File: src/rtl/updown_bound_counter.sv
// Up/down counter with programmable step and bounds, wrap/saturate/one-shot
// overflow handling, and an IDLE/RUN/DONE run-control FSM.
module updown_bound_counter #(
  parameter int WIDTH  = 8,
  parameter int STEP_W = 4
) (
  input  logic              clk,
  input  logic              reset,
  input  logic [WIDTH-1:0]  init_val,
  input  logic [WIDTH-1:0]  min_val,
  input  logic [WIDTH-1:0]  max_val,
  input  logic [STEP_W-1:0] step,
  input  logic [1:0]        mode,
  input  logic              load,
  input  logic              start,
  input  logic              stop,
  input  logic              up,
  input  logic              down,
  output logic [WIDTH-1:0]  count,
  output logic              busy,
  output logic              done,
  output logic              tc,
  output logic              at_max,
  output logic              at_min,
  output logic              cfg_err
);

  localparam int EW = WIDTH + 1;

  typedef enum logic [1:0] {
    S_IDLE = 2'd0,
    S_RUN  = 2'd1,
    S_DONE = 2'd2
  } state_t;

  state_t             state_q;
  logic [WIDTH-1:0]   count_q;
  logic               busy_q;
  logic               done_q;
  logic               tc_q;

  logic [STEP_W-1:0]  step_eff;
  logic [EW-1:0]      cnt_ext;
  logic [EW-1:0]      step_ext;
  logic [EW-1:0]      min_ext;
  logic [EW-1:0]      max_ext;
  logic [EW-1:0]      up_ideal;
  logic [EW-1:0]      down_ideal;
  logic               borrow;
  logic               up_hit;
  logic               up_past;
  logic               down_hit;
  logic               down_past;
  logic               is_sat;
  logic               is_one;
  logic [WIDTH-1:0]   init_clamped;
  logic [WIDTH-1:0]   count_d;
  logic               tc_d;
  logic               hit_d;

  assign step_eff = (step == '0) ? STEP_W'(1) : step;
  assign cnt_ext  = {1'b0, count_q};
  assign step_ext = {{(EW - STEP_W){1'b0}}, step_eff};
  assign min_ext  = {1'b0, min_val};
  assign max_ext  = {1'b0, max_val};

  // Extra bit keeps the sum exact; borrow flags a difference that went below zero.
  assign up_ideal   = cnt_ext + step_ext;
  assign down_ideal = cnt_ext - step_ext;
  assign borrow     = cnt_ext < step_ext;

  assign up_hit    = up_ideal >= max_ext;
  assign up_past   = up_ideal > max_ext;
  assign down_hit  = borrow || (down_ideal <= min_ext);
  assign down_past = borrow || (down_ideal < min_ext);

  assign is_sat = (mode == 2'b01);
  assign is_one = (mode == 2'b10);

  assign init_clamped = (init_val < min_val) ? min_val :
                        (init_val > max_val) ? max_val : init_val;

  always_comb begin
    count_d = count_q;
    tc_d    = 1'b0;
    hit_d   = 1'b0;
    if (up) begin
      if (up_hit) begin
        hit_d   = 1'b1;
        count_d = (is_sat || is_one || !up_past) ? max_val : min_val;
        tc_d    = !(is_sat && (count_q == max_val));
      end else begin
        count_d = up_ideal[WIDTH-1:0];
      end
    end else begin
      if (down_hit) begin
        hit_d   = 1'b1;
        count_d = (is_sat || is_one || !down_past) ? min_val : max_val;
        tc_d    = !(is_sat && (count_q == min_val));
      end else begin
        count_d = down_ideal[WIDTH-1:0];
      end
    end
  end

  always_ff @(posedge clk) begin
    if (!reset) begin
      count_q <= init_clamped;
      state_q <= S_IDLE;
      busy_q  <= 1'b0;
      done_q  <= 1'b0;
      tc_q    <= 1'b0;
    end else begin
      tc_q <= 1'b0;
      if (load) begin
        count_q <= init_clamped;
        state_q <= S_IDLE;
        busy_q  <= 1'b0;
        done_q  <= 1'b0;
      end else if (stop && (state_q != S_DONE)) begin
        state_q <= S_IDLE;
        busy_q  <= 1'b0;
      end else if (start && !cfg_err && (state_q != S_RUN)) begin
        if (state_q == S_DONE) begin
          count_q <= init_clamped;
        end
        state_q <= S_RUN;
        busy_q  <= 1'b1;
        done_q  <= 1'b0;
      end else if ((state_q == S_RUN) && !cfg_err && (up ^ down)) begin
        count_q <= count_d;
        tc_q    <= tc_d;
        if (is_one && hit_d) begin
          state_q <= S_DONE;
          busy_q  <= 1'b0;
          done_q  <= 1'b1;
        end
      end
    end
  end

  assign count   = count_q;
  assign busy    = busy_q;
  assign done    = done_q;
  assign tc      = tc_q;
  assign at_max  = (count_q == max_val);
  assign at_min  = (count_q == min_val);
  assign cfg_err = (min_val > max_val);

endmodule

File: config.mk
export PLATFORM = sky130hd
export DESIGN_NAME = updown_bound_counter
export DESIGN_NICKNAME = d
export VERILOG_FILES = /design/src/rtl/updown_bound_counter.sv
export SDC_FILE = /design/constraint.sdc
export NUM_CORES = 1
export LEC_CHECK = 0
export CAP_MARGIN = 20
export CORE_MARGIN = 2
export CORE_UTILIZATION = 50
export CTS_BUF_LIST = sky130_fd_sc_hd__clkbuf_8
export DETAILED_ROUTE_END_ITERATION = 10
export MAX_ROUTING_LAYER = met4
export PLACE_DENSITY = 0.79
export RECOVER_POWER = 25
export SYNTH_ARGS = -nofsm -noshare
export SYNTH_HDL_FRONTEND = slang
export SYNTH_SLANG_ARGS = --single-unit
File: constraint.sdc
create_clock -name clk -period 8.3 [get_ports clk]
set_input_delay 1.66 -clock clk [delete_from_list [all_inputs] [get_ports clk]]
set_output_delay 1.66 -clock clk [all_outputs]
set_load 0.01 [all_outputs]
======== Yosys cells after proc, flatten, opt, wreduce, memory -nomap -nowiden ========
Index checks and enable logic that the tools add are counted.
operators by class
  mux-type cells .......................... 29
  reductions and logical operators ........ 29
  add/subtract/negate cells ............... 2
  bitwise gates (word level) .............. 4
  $lt $le $gt $ge ......................... 8
  eq/ne operators ......................... 11
operators with widths
  kind                                                   number
  two-way mux 8 bit                                      13
  equality test 8 bit                                    2
  > comparator 8 bit                                     2
  two-way mux 1 bit                                      15
  adder 8 x 4 -> 9 bit                                   1
  >= comparator 9 x 8 -> 1 bit                           1
  > comparator 9 x 8 -> 1 bit                            1
  <= comparator 9 x 8 -> 1 bit                           1
  less-than comparator 9 x 8 -> 1 bit                    1
  subtractor 8 x 4 -> 9 bit                              1
  logical AND 1 bit                                      8
  less-than comparator 8 x 4 -> 1 bit                    1
  less-than comparator 8 bit                             1
  AND reduction 3 bit                                    2
  logical NOT 1 bit                                      5
  logical OR 1 bit                                       5
  OR reduction 5 bit                                     1
  equality test 2 x 1 -> 1 bit, second input constant    2
  equality test 2 bit, second input constant             2
  logical NOT 4 bit                                      1
  two-way mux 4 bit                                      1
  inequality test 4 x 1 -> 1 bit, second input constant  1
  inequality test 4 x 3 -> 1 bit, second input constant  1
  AND reduction 2 bit                                    2
  9 further kinds                                        12
storage, ports and cells
  output and inout port bits .............. 14
  bits in registers ....................... 13
  bits of input ports ..................... 37
  word-level logic and storage cells ...... 89

======== Longest topological paths before layout ========
  word-level depth ........................ 15
  gate-level depth with buffers ........... 18
  gate-level depth less buffers ........... 17

======== Least setup slack after synthesis ========
Ideal clock, no wire load.
  path kind ............................... input to register
  from .................................... in step[1]
  to ...................................... reg count_q[4], in the netlist count[4] (data pin)
  required time ........................... 8.041 ns
  stages .................................. 17
  path buffers ............................ 0
  setup time .............................. 0.259 ns
  setup slack ............................. 3.409 ns
  arrival time ............................ 4.632 ns
  cell sequence ........................... inv_1 a31o_2 ha_1 inv_1 fa_1 a21o_1 a21oi_1 nand2_1 xnor2_1 ha_1 a21oi_1 nor2b_1 nor4b_1 a22oi_2 o22ai_1 nor4_1 a211o_1
between the ends
  word-level cells in the longest chain between the ends .. 15
  elaborated cells between the ends (all ways) .. 25
  classes of those cells .................. add/sub (2); order compare (5); mux (11); reduce/logical (7)
ends and longest elaborated chain
  element                              line  text
  from (decl)                          12    input logic [STEP_W-1:0] step,
  logical NOT 4 bit                    61    assign step_eff = (step == '0) ? STEP_W'(1) : step;
  two-way mux 4 bit *                  61
  subtractor 8 x 4 -> 9 bit            69    assign down_ideal = cnt_ext - step_ext;
  less-than comparator 9 x 8 -> 1 bit  75    assign down_past = borrow || (down_ideal < min_ext);
  logical OR 1 bit                     75
  logical NOT 1 bit                    98    count_d = (is_sat || is_one || !down_past) ? min_val : max_val;
  logical OR 1 bit                     98
  two-way mux 8 bit                    98
  two-way mux 8 bit                    96    if (down_hit) begin
  two-way mux 8 bit *                  87    if (up) begin
  two-way mux 8 bit *                  130   end else if ((state_q == S_RUN) && !cfg_err && (up ^ down)) begin
  two-way mux 8 bit *                  123   end else if (start && !cfg_err && (state_q != S_RUN)) begin
  two-way mux 8 bit *                  120   end else if (stop && (state_q != S_DONE)) begin
  two-way mux 8 bit *                  115   if (load) begin
  two-way mux 8 bit *                  107   if (!reset) begin
  to (signal assigned)                 108   count_q <= init_clamped;
  to (signal assigned)                 116   count_q <= init_clamped;
  to (signal assigned)                 125   count_q <= init_clamped;
  to (decl)                            37    logic [WIDTH-1:0] count_q;
Every way passes the cells marked *; elsewhere a longest branch is shown, timed or not. The select of a mux whose other input is x is not followed.
A chain may end at the register's enable or synchronous reset.

======== Worst setup path after layout ========
  from .................................... in step[1]
  to ...................................... reg count_q[6], in the netlist count[6] (data pin)
The elaborated chain is that of the path after synthesis.

==> metrics.cfg <==
[run_status]
status = complete, no violations

[critical_path]
crit_required_ns = 8.42
startpoint = step[1]
cp_max_fo = 9
end_kind = flop
r2r_start = count[0]$_DFFE_PP_
cp-start-kind = input pin
worstPathArrival_ns = 5.94
crit_type = input pin to flop

[pwr]
p_switching_uw = 280
intPower_uw = 291
clockPowerShare_pct = 11.8
switching_share_pct = 49.0
power.leakage_uw = 0.00145
sequentialPowerShare_pct = 17.9
power.density_nw_per_um2 = 168
vdd_drop_max_v = 0.000105
combPwrFrac_pct = 70.3

[layout]
finalNetCount = 472
fin_util_pct = 62.0
design_area_um2 = 3400
syn_to_final_growth_pct = 20.0
layout_common_cells = 50 x ha_1, 42 x clkdlybuf4s50_1, 29 x inv_1, 23 x xnor2_1, 22 x mux2i_1
final_common_cell = ha_1
diodes = 0
drive_gt1_share_pct = 3.93

[run]
maxCapViolCount = 0

[placed_design]
post_dp_cell_area_um2 = 3340
globalplace.congestion = 1.06
post-place-ws_ns = 2.32
port_buffers = 50
dp_hpwl_mm = 7.56

[sta]
period_minus_slack_ns = 5.82
fin_ws_ns = 2.48
worst_slew_pin_slew_ns = 1.06
finalSetupViolations = 0
setup_tns_ns = 0
slew_viol_final = 0
hold_violations = 0
fmax_mhz = 172
worst_hold_slack_ns = 0.482
skew_ns = 0.00165
rsz0062_at_grt = false
finalCritPeriodShare_pct = 70.1
slew_headroom_pct = 29.3

[logic_synthesis]
netlist_top_cells_area = ha_1 22%, edfxtp_1 8.5%, mux2i_1 7.8%
avgSynthCellArea_um2 = 8.32
synth-edff-count = 8
synth_top_flop_cell = edfxtp_1
synth_area_um2 = 2830
synth_fp_nets = 429
ys_warn_count = 0
yosysTopAreaCell = ha_1
synthesis.instances = 340
ys_seq_area_share_pct = 11.3
ys_seq_elements = 12
synth_top_area_share_pct = 22.1
synthDistinctLibCells = 61
ys_async_sr_fraction_pct = 0

[route]
routedWlPerCell_um = 20.6
drc_errors = 0
top_layer = met4
dr_total_vias = 2848
dr_wl_met3_um = 930
viasPerCell = 6.27
wl_met1_mm = 3.87
drt_iter0_drc = 294
antenna_left = 0
met2_length_mm = 4.25
wirelength_mm = 9.33
dr.pass1.iters = 5

[floorplanning]
row_count = 27
design.portCount = 51
initial_core_util_pct = 51.7
die_w_um = 79.2
core_um2 = 5470
die-area_um2 = 6280
fp.dieH_um = 79.2

[grt]
grtUsageTotal_pct = 31.1
first_global_vias = 2836
antenna_found_initial = 0
grt_pass1_wl_mm = 14.7
grt_remaining_overflow = 0
grt_max_degree = 13

[cts]
cts_resized = 0
cts.clk_slew.worst_paths_ns = 0.06
cts_hold_buf = 0
cts_setup_buffers = 0
root_buffer = clkbuf_8
numCtsBuffers = 3
clockBufferDepth = 2
clock_sinks = 12
clkLatencyLatePin_ns = 0.25
cts_max_level = 1
cts_tree = yes

[worst_hold_path]
hold_start = done$_SDFFE_PN0P_
min_path_type = flop to flop

final cells by class:
cell class | instances | area (um^2)
multi-input cells | 286 | 2320
fillers | 499 | 2080
repair buffers | 50 | 500
flip-flops and latches | 12 | 320
inverters | 30 | 113
well taps | 72 | 90.1
clock buffers | 4 | 55.1
power by group through the flow:
stage          clock network, uW  registers (uW)  logic [uW]
2_1_floorplan                  0            88.9         296
3_3_place_gp                   0             103         387
3_5_place_dp                   0             103         396
4_1_cts                     65.6             102         397
5_1_grt                     67.9             105         441
6_report                    67.4             102         401
synth_stat cells (all sizes together), types with 4 or more instances:
cell type  count
a211oi         5
nor4           5
nor3           9
nand2b         8
o22a           4
nand4          9
buf            9
nand2         14
a21oi         14
o21a           6
nor2b          5
nor2          20
dfxtp          4
ha            50
edfxtp         8
a21o           7
o21ai         13
o221ai         5
xor2           5
o211ai         4
o2bb2ai        4
a2111oi        4
xnor2         23
inv           29
nand3         13
mux2i         22
per-layer routing:
metal,global-route usage (%),up-vias
li1,-,1363
met1,39.1,1323
met2,50.3,134
met3,5.11,28
met4,11.7,0
met5,-,-
kinds of logic (layout without fill, tap and decap cells):
family          count (synthesis)  after routing  share of synthesized area (%)
compound gates                 90             90                           24.3
xor+xnor                       28             28                           8.66
fa+ha+maj                      52             52                           23.5
buf+inv                        42             84                           6.81
flops                          12             12                           11.3
mux                            24             24                           8.58
simple gates                   92             92                           16.8
through the flow:
step | power [uW] | cells
after global routing | 614 | 454
after detailed placement | 498 | 450
final | 571 | 454
after CTS | 565 | 454
after floorplan | 385 | 340
after global placement | 491 | 450
worst max-delay path, stage by stage:
cell and delay (ns):
clkdlybuf4s50_1 0.48, inv_1 0.15, a31o_2 0.19, ha_1 0.17, inv_1 0.06, fa_1 0.40, a21o_1 0.22, a21oi_1 0.24
nand2_1 0.10, xnor2_1 0.17, ha_1 0.33, nand3_1 0.09, nor4_1 0.58, a211o_1 0.41, o22ai_1 0.17, nor4_1 0.37
a211o_1 0.15
registers in the layout, summed over array words and instances, names as in the netlist:
name	count
state_q	2
tc	1
count	8
done	1
path summary, 6_finish.rpt:
check                       endpoint  slack [ns]  cells past startpoint
hold reg to reg    done$_SDFFE_PN0P_        0.48                      1
setup reg to reg  count[6]$_DFFE_PP_        4.06                     15
setup / recovery  count[6]$_DFFE_PP_        2.48                     17
hold / removal     done$_SDFFE_PN0P_        0.48                      1
No activity file was read; power rests on OpenSTA's default activity.
